## src/rtl/uart_tx_fifo.sv

```systemverilog
// UART transmitter fed by a small synchronous FIFO. Frames are 1 start bit,
// DW data bits (LSB first), optional odd/even parity and one or two stop bits.
module uart_tx_fifo #(
    parameter int  DW           = 8,
    parameter real CLOCK        = 100e6,
    parameter real BAUD_RATE    = 10e6,
    parameter int  BAUD_COUNTER = int'(CLOCK / BAUD_RATE),
    parameter int  DEPTH        = 8
) (
    input  logic                     clk_i,
    input  logic                     rst_i,
    input  logic [DW-1:0]            data_i,
    input  logic                     valid_i,
    output logic                     ready_o,
    input  logic [1:0]               parity_mode_i,
    input  logic                     two_stop_i,
    output logic                     Tx,
    output logic                     busy_o,
    output logic [$clog2(DEPTH):0]   fifo_count_o
);

    localparam int AW = (DEPTH > 1) ? $clog2(DEPTH) : 1;
    localparam int BW = (BAUD_COUNTER > 1) ? $clog2(BAUD_COUNTER) : 1;
    localparam int CW = $clog2(DW);

    localparam logic [BW-1:0] BAUD_LAST = BW'(BAUD_COUNTER - 1);
    localparam logic [BW-1:0] BAUD_ONE  = BW'(1);
    localparam logic [CW-1:0] BIT_LAST  = CW'(DW - 1);
    localparam logic [CW-1:0] BIT_ONE   = CW'(1);
    localparam logic [AW:0]   CNT_FULL  = (AW+1)'(DEPTH);
    localparam logic [AW:0]   CNT_ONE   = (AW+1)'(1);
    localparam logic [AW-1:0] PTR_ONE   = AW'(1);

    if (BAUD_COUNTER < 2) begin : g_bad_baud
        $error("uart_tx_fifo: BAUD_COUNTER must be at least 2");
    end
    if (DW < 5 || DW > 9) begin : g_bad_dw
        $error("uart_tx_fifo: DW must be in 5..9");
    end
    if (DEPTH < 2 || (DEPTH & (DEPTH - 1)) != 0) begin : g_bad_depth
        $error("uart_tx_fifo: DEPTH must be a power of two, at least 2");
    end

    typedef enum logic [2:0] {IDLE, START, DATA, PARITY, STOP} state_t;

    logic [DW-1:0] r_mem [DEPTH];
    logic [AW-1:0] r_wr_ptr;
    logic [AW-1:0] r_rd_ptr;
    logic [AW:0]   r_count;
    logic          r_full;

    state_t        r_state;
    logic [BW-1:0] r_baud;
    logic [CW-1:0] r_bit;
    logic [DW-1:0] r_shift;
    logic          r_par_en;
    logic          r_par_bit;
    logic          r_two_stop;
    logic          r_tx;
    logic          r_busy;

    logic          w_push;
    logic          w_pop;
    logic          w_baud_done;
    logic          w_stop_end;
    logic [DW-1:0] w_head;
    logic [AW:0]   w_count_nxt;

    assign ready_o      = ~r_full;
    assign fifo_count_o = r_count;
    assign Tx           = r_tx;
    assign busy_o       = r_busy;

    assign w_push      = valid_i & ~r_full;
    assign w_baud_done = (r_baud == BAUD_LAST);
    assign w_stop_end  = (r_state == STOP) && w_baud_done && (!r_two_stop || r_bit != '0);
    // Pop only from the registered count, so a word written this edge waits one cycle.
    assign w_pop       = (r_count != '0) && ((r_state == IDLE) || w_stop_end);
    assign w_head      = r_mem[r_rd_ptr];

    always_comb begin
        w_count_nxt = r_count;
        case ({w_push, w_pop})
            2'b10:   w_count_nxt = r_count + CNT_ONE;
            2'b01:   w_count_nxt = r_count - CNT_ONE;
            default: w_count_nxt = r_count;
        endcase
    end

    always_ff @(posedge clk_i) begin
        if (w_push) begin
            r_mem[r_wr_ptr] <= data_i;
        end
    end

    always_ff @(posedge clk_i or posedge rst_i) begin
        if (rst_i) begin
            r_wr_ptr <= '0;
            r_rd_ptr <= '0;
            r_count  <= '0;
            r_full   <= 1'b0;
        end else begin
            if (w_push) r_wr_ptr <= r_wr_ptr + PTR_ONE;
            if (w_pop)  r_rd_ptr <= r_rd_ptr + PTR_ONE;
            r_count <= w_count_nxt;
            r_full  <= (w_count_nxt == CNT_FULL);
        end
    end

    always_ff @(posedge clk_i or posedge rst_i) begin
        if (rst_i) begin
            r_state    <= IDLE;
            r_baud     <= '0;
            r_bit      <= '0;
            r_shift    <= '0;
            r_par_en   <= 1'b0;
            r_par_bit  <= 1'b0;
            r_two_stop <= 1'b0;
            r_tx       <= 1'b1;
            r_busy     <= 1'b0;
        end else if (w_pop) begin
            // Frame settings are captured with the word so later changes wait a frame.
            r_state    <= START;
            r_baud     <= '0;
            r_bit      <= '0;
            r_shift    <= w_head;
            r_par_en   <= parity_mode_i[0] ^ parity_mode_i[1];
            r_par_bit  <= (parity_mode_i == 2'd1) ? ~^w_head : ^w_head;
            r_two_stop <= two_stop_i;
            r_tx       <= 1'b0;
            r_busy     <= 1'b1;
        end else begin
            r_baud <= r_baud + BAUD_ONE;
            case (r_state)
                IDLE: begin
                    r_baud <= '0;
                    r_tx   <= 1'b1;
                    r_busy <= 1'b0;
                end
                START: begin
                    if (w_baud_done) begin
                        r_baud  <= '0;
                        r_bit   <= '0;
                        r_state <= DATA;
                        r_tx    <= r_shift[0];
                    end
                end
                DATA: begin
                    if (w_baud_done) begin
                        r_baud <= '0;
                        if (r_bit == BIT_LAST) begin
                            r_bit <= '0;
                            if (r_par_en) begin
                                r_state <= PARITY;
                                r_tx    <= r_par_bit;
                            end else begin
                                r_state <= STOP;
                                r_tx    <= 1'b1;
                            end
                        end else begin
                            r_bit   <= r_bit + BIT_ONE;
                            r_shift <= r_shift >> 1;
                            r_tx    <= r_shift[1];
                        end
                    end
                end
                PARITY: begin
                    if (w_baud_done) begin
                        r_baud  <= '0;
                        r_bit   <= '0;
                        r_state <= STOP;
                        r_tx    <= 1'b1;
                    end
                end
                STOP: begin
                    if (w_baud_done) begin
                        r_baud <= '0;
                        if (r_two_stop && r_bit == '0) begin
                            r_bit <= BIT_ONE;
                        end else begin
                            r_bit   <= '0;
                            r_state <= IDLE;
                            r_busy  <= 1'b0;
                        end
                        r_tx <= 1'b1;
                    end
                end
                default: begin
                    r_state <= IDLE;
                    r_tx    <= 1'b1;
                    r_busy  <= 1'b0;
                end
            endcase
        end
    end

endmodule

```

## config.mk

```make
export PLATFORM = sky130hd
export DESIGN_NAME = uart_tx_fifo
export DESIGN_NICKNAME = d
export VERILOG_FILES = /design/src/rtl/uart_tx_fifo.sv
export SDC_FILE = /design/constraint.sdc
export NUM_CORES = 1
export LEC_CHECK = 0
export CAP_MARGIN = 5
export CORE_ASPECT_RATIO = 0.75
export CORE_UTILIZATION = 47
export DETAILED_ROUTE_END_ITERATION = 8
export PLACE_DENSITY = 0.75
export SLEW_MARGIN = 20
export SYNTH_ARGS = -nofsm -noshare
export SYNTH_HDL_FRONTEND = slang
export SYNTH_SLANG_ARGS = --single-unit
```

## constraint.sdc

```tcl
create_clock -name clk_i -period 3.57 [get_ports clk_i]
set_clock_uncertainty 0.1 [all_clocks]
set_input_delay 0.357 -clock clk_i [delete_from_list [all_inputs] [get_ports clk_i]]
set_output_delay 0.357 -clock clk_i [all_outputs]
set_load 0.05 [all_outputs]
```

[Word-level counts from Yosys, hierarchy flattened]
Memories as Yosys holds them, arrays and structs flattened.
Index checks and enable logic that the tools add are counted.
Word-level totals
  bits in registers: 34
  bits in latches: 0
  memory bits (writable): 64
  bits in read-only memories: 0
  input port bits: 14
  memories kept: 1
Cells by class
  $add $sub $neg: 6
  multipliers: 0
  divide/modulo/power cells: 0
  magnitude comparators: 0
  equality and inequality tests: 21
  shifts and indexed selects: 0
  multiplexer cells: 38
  bitwise operators: 3
  reduce and logical (&&, ||, !) cells: 25
Memories
  r_mem: depth 8, width 8, rd ports 1, clocked after memory_dff 0, wr ports 1, RTL line 46  | logic [DW-1:0] r_mem [DEPTH];
Operators by type and width (number)
  $mux W3: 13
  $mux W8: 4
  $ne A3 B3 Y1 const B: 6
  $pmux W4 S2: 2
  $pmux W3 S5: 1
  $mux W1: 13
  $add A3 B1 Y3 const B: 3
  $pmux W3 S3: 1
  $reduce_and A3 Y1: 3
  $add A4 B1 Y4 const B: 2
  $eq A4 B4 Y1 const B: 2
  $mux W4: 2
  $reduce_bool A4 Y1: 2
  $reduce_xnor A8 Y1: 1
  $reduce_xor A8 Y1: 1
  $reduce_and A7 Y1: 1
  $eq A3 B2 Y1 const B: 2
  $eq A3 B3 Y1 const B: 2
  $logic_not A3 Y1: 2
  $ne A3 B1 Y1 const B: 2
  $eq A2 B1 Y1 const B: 2
  $logic_and A1 B1 Y1: 4
  $ne A2 B2 Y1 const B: 2
  $reduce_and A4 Y1: 1
  other kinds (16): 19

[Depth between registers and ports, before layout]
  word-level depth: 8
  depth in mapped cells: 14
  mapped depth without buffers: 14

[Worst setup path after synthesis]
No wires, ideal clock.
  kind: register -> register
  start: reg r_count[1], in the netlist fifo_count_o[1]
  end: reg r_full
  arrival: 3.047 ns
  data required time: 3.375 ns
  setup slack: 0.328 ns
  cell stages (with the launch flop): 12
  buffers on the path: 0
  period minus slack after synthesis: 3.242 ns
  cells stage by stage: dfrtp_1 or3_1 o211ai_1 inv_1 ha_1 xor2_1 ha_1 a21oi_1 xor2_1 nor2_1 xor2_1 nor4b_2
On the way
  cells in the longest elaborated chain, start to end: 5
  elaborated cells on any way between the ends: 8
RTL lines
  start: declaration: RTL line 49  | logic [AW:0] r_count;
  start signal: assignment: RTL line 105  | r_count <= w_count_nxt;
  $reduce_bool A4 Y1 *: RTL line 78  | assign w_pop = (r_count != '0) && ((r_state == IDLE) || w_stop_end);
  $logic_and A1 B1 Y1 *: RTL line 78
  via w_pop: RTL line 63  | logic w_pop;
  $eq A2 B1 Y1 / $eq A2 B2 Y1 (equally long branches): RTL line 83  | case ({w_push, w_pop})
  $pmux W4 S2 *: RTL line 83
  via w_count_nxt[2]: RTL line 67  | logic [AW:0] w_count_nxt;
  $eq A4 B4 Y1 *: RTL line 106  | r_full <= (w_count_nxt == CNT_FULL);
  end signal: assignment: RTL line 106
  end: declaration: RTL line 50  | logic r_full;
Mark *: on every way through the listed nets, which the timed path passes. The rest lies on a longest branch.
A chain may end at the register's enable or synchronous reset.

[Final worst setup path]
  start: reg r_baud[1]
  end: reg r_full
On the way
  cells in the longest elaborated chain, start to end: 8
  elaborated cells on any way between the ends: 9
RTL lines
  start: declaration: RTL line 53  | logic [BW-1:0] r_baud;
  start signal: assignment: RTL line 133  | r_baud <= r_baud + BAUD_ONE;
  $eq A4 B4 Y1 *: RTL line 75  | assign w_baud_done = (r_baud == BAUD_LAST);
  $logic_and A1 B1 Y1 * (2 in series): RTL line 76  | assign w_stop_end = (r_state == STOP) && w_baud_done && (!r_two_stop || r_bit != '0);
  $logic_or A1 B1 Y1 *: RTL line 78
  $logic_and A1 B1 Y1 *: RTL line 78
  via w_pop: RTL line 63
  $eq A2 B1 Y1 / $eq A2 B2 Y1 (equally long branches): RTL line 83
  $pmux W4 S2 *: RTL line 83
  via w_count_nxt[2]: RTL line 67
  $eq A4 B4 Y1 *: RTL line 106
Marks and branches as above.

==> impl_results.md <==
* Run status: completed
* First-pass GRT wire length at between 10000 and 15000 um
* Vias at ~2.4k
* Worst-path clk slew at 0.07 ns
* PortBufs at 20
* Antenna Violating Nets Remaining at 0
* Area delta synth->final at 14.5%
* Yosys cell types at 40
* RD Place Congestion at roughly 0.84
* Met3 WL at 333 um
* Unrepaired setup endpoints after global routing: false
* DRT met1 WL at 3410 um
* Worst Path Arrival at 3.25 ns
* Setup WS pre-CTS at 0.500 ns
* Cell area after synthesis at around 0.0044 mm^2
* Fin nets at roughly 350
* Setup bufs post-CTS at 0
* DP HPWL at roughly 5000 um
* Crit. End Element: flop
* Design area at 0.00499 mm^2
* Yosys warnings at 0
* Mapped Avg Cell Area at about 15 um^2
* Leak at 1.93 nW
* CTS Hold Bufs at 0
* Layout cells sized above 1 at 13.1%
* Initial DRC Count at 190
* Die area at 0.00967 mm^2
* Startpoint types: flop
* Rows at 30
* CP max FO at 8
* Final critical-path required period at 3.09 ns
* Via density at 5.49
* PD cells at 851 mW/mm^2
* Final worst slack at 0.476 ns
* GRT Total Usage at 17.2%
* HP Class: in2async
* Max IR drop VDD at 0.405 mV
* Commonest non-fill, non-tap cell in the layout: edfxtp_1
* Placed inst area at between 0.004 and 0.005 mm^2
* CP Buf/Inv Count at 2
* Initial antenna violation count at 0
* Most frequent cells in the layout: edfxtp_1, dfrtp_1, nor2_1, o21ai_0, nand2_1
* Delay-heaviest family, CP: adder cells
* Max Fclk at ~0.32 GHz
* Post-synthesis async set-or-reset flop share at between 30% and 40%
* CTS tree: built
* Drt pass-1 iters at 4
* I/O pin cnt at 21
* Clock Sinks at 98
* Max_slew headroom at between 30% and 40%
* Met2 Wirelength at roughly 3700 um
* Post-CTS Resized at 0
* Final Max Tran Viols at 0
* Setup TNS at 0 ns
* Vias in the first global route at between 2k and 2.5k
* Max layer used: met4
* CTS Buf Count at 9
* Final Cycle Share at 86.7%
* Ys flop type: edfxtp_1
* Largest net degree at the start of global routing at 35
* WP data required at 3.72 ns
* Die Height at 85.4 um
* Critical path's slowest cell: dfrtp_1
* Ant diodes at 0
* DIE WIDTH at 113 um
* H-Tree Depth at 3
* Synthesized flop and latch total at 98
* Pwr Total at between 0.004 and 0.005 W
* Worst-path cell chain: inv_1 > ha_1 > nand3b_1 > o21ai_0 > o211ai_1 > inv_1 > ha_1 > xor2_1 > ha_1 > a21oi_1 > xor2_1 > nor2_1 > xor2_1 > nor4b_2
* Core area at 0.00901 mm^2
* Initial Util at around half
* Residual DRC at 0
* Fin. Hold Viols at 0
* Sequential area share after synthesis at 63.6%
* Root Buffer: clkbuf_16
* Utilization after layout at 55.4%
* CTS max path bufs at 2
* Filler Cells Inserted at 709
* Post-Syn Instances at roughly 290
* Register Area at 0.00277 mm^2
* Final wirelength at 7440 um
* Worst-Skew Late Latency at 0.34 ns
* Final setup viols at 0
* Area of the multi-input gates at 0.00148 mm^2
* Worst-Margin Slew at roughly 0.93 ns
* CP Class: reg2reg
* Post-synth EDFFs at 64
* Peak per-stage delay on the critical path at 0.39 ns
* Drt wl/cell at 16.9 um
* Grt ovf at 0
* Max Cap Viol at 0
* Syn_nets at between 300 and 400
-- worst reg2reg max path: stages, from the launching register on --
cell and delay, ns:
dfrtp_1 0.39, inv_1 0.06, ha_1 0.15, nand3b_1 0.22
o21ai_0 0.29, o211ai_1 0.15, inv_1 0.24, ha_1 0.31
xor2_1 0.10, ha_1 0.18, a21oi_1 0.15, xor2_1 0.17
nor2_1 0.06, xor2_1 0.16, nor4b_2 0.26
-- sequential cells by signal, indices dropped and copies added (netlist names) --
| name | cells |
|---|---|
| r_bit | 3 |
| r_two_stop | 1 |
| r_par_bit | 1 |
| r_state | 3 |
| r_mem | 64 |
| r_par_en | 1 |
| fifo_count_o | 4 |
| r_wr_ptr | 3 |
| Tx | 1 |
| r_baud | 4 |
| r_shift | 8 |
| r_full | 1 |
| r_rd_ptr | 3 |
| busy_o | 1 |
-- through the flow --
step / cells / hold WS (ns)
2_1_floorplan: 291 / 0.339
3_3_place_gp: 423 / 0.367
3_5_place_dp: 423 / 0.375
4_1_cts: 439 / 0.316
5_1_grt: 439 / 0.362
6_report: 439 / 0.311
-- power by group --
part | total (W) | switching [W] | leakage [nW] | internal [W]
sequential | 0.00176 | 0.000256 | 1.00 | 0.00150
combinational | 0.00157 | 0.000798 | 0.793 | 0.000774
clock | 0.000925 | 0.000440 | 0.140 | 0.000485
total | 0.00425 | 0.00149 | 1.93 | 0.00276
-- cell families (layout without fill, tap and decap cells) --
logic type	after synthesis	count (layout)	share of synthesized area, %
flops	98	98	63.6
buf+inv	20	56	2.35
mux	34	34	13.9
simple gates	69	69	7.60
xor+xnor	19	19	4.13
compound gates	40	40	5.25
fa+ha+maj	11	11	3.16
-- routing by layer --
layer / GRT usage, % / vias up
met4: 5.02 / 0
met1: 21.5 / 1183
met3: 5.79 / 4
li1: - / 1152
met2: 28.8 / 69
met5: 0 / -
-- cells in the mapped netlist, types with 2 or more instances --
master	n	area share, %
nand2_1	22	1.9
dfrtp_1	33	19
mux2_2	9	2.3
xnor2_1	9	1.8
mux4_2	5	2.6
nand2b_1	5	0.72
o211ai_1	2	0.34
ha_1	11	3.2
nand3b_1	3	0.52
buf_2	3	0.34
nor2_1	22	1.9
inv_1	10	0.86
a21oi_1	8	0.92
mux4_1	11	6.6
clkbuf_1	5	0.43
nand3_1	6	0.69
edfxtp_1	64	44
nor3_1	3	0.34
mux2i_1	8	1.8
o21ai_0	22	2.5
xor2_1	9	1.8
or3_1	3	0.43
-- area by class of cell --
class / instances / area share [%]
Multi-Input combinational cell: 173 / 29.7
Inverter: 10 / 0.752
Clock buffer: 9 / 4.51
Clock inverter: 7 / 1.18
Timing Repair Buffer: 30 / 5.51
Sequential cell: 98 / 55.5
Tap cell: 112 / 2.81
-- path summary, 6_finish.rpt --
| check | from | slack (ns) | cells after the start | endpoint |
|---|---|---|---|---|
| worst max register to register | r_baud[1] | 0.48 | 14 | r_full |
| min in group clk_i | r_par_bit | 0.39 | 2 | r_par_bit |
| worst min register to register | r_par_bit | 0.39 | 2 | r_par_bit |
| max in group asynchronous | rst_i | 2.72 | 3 | Tx |
| worst max-delay path | r_baud[1] | 0.48 | 14 | r_full |
| worst min-delay path | rst_i | 0.31 | 3 | fifo_count_o[1] |
Power figures use the tool's default switching activity.
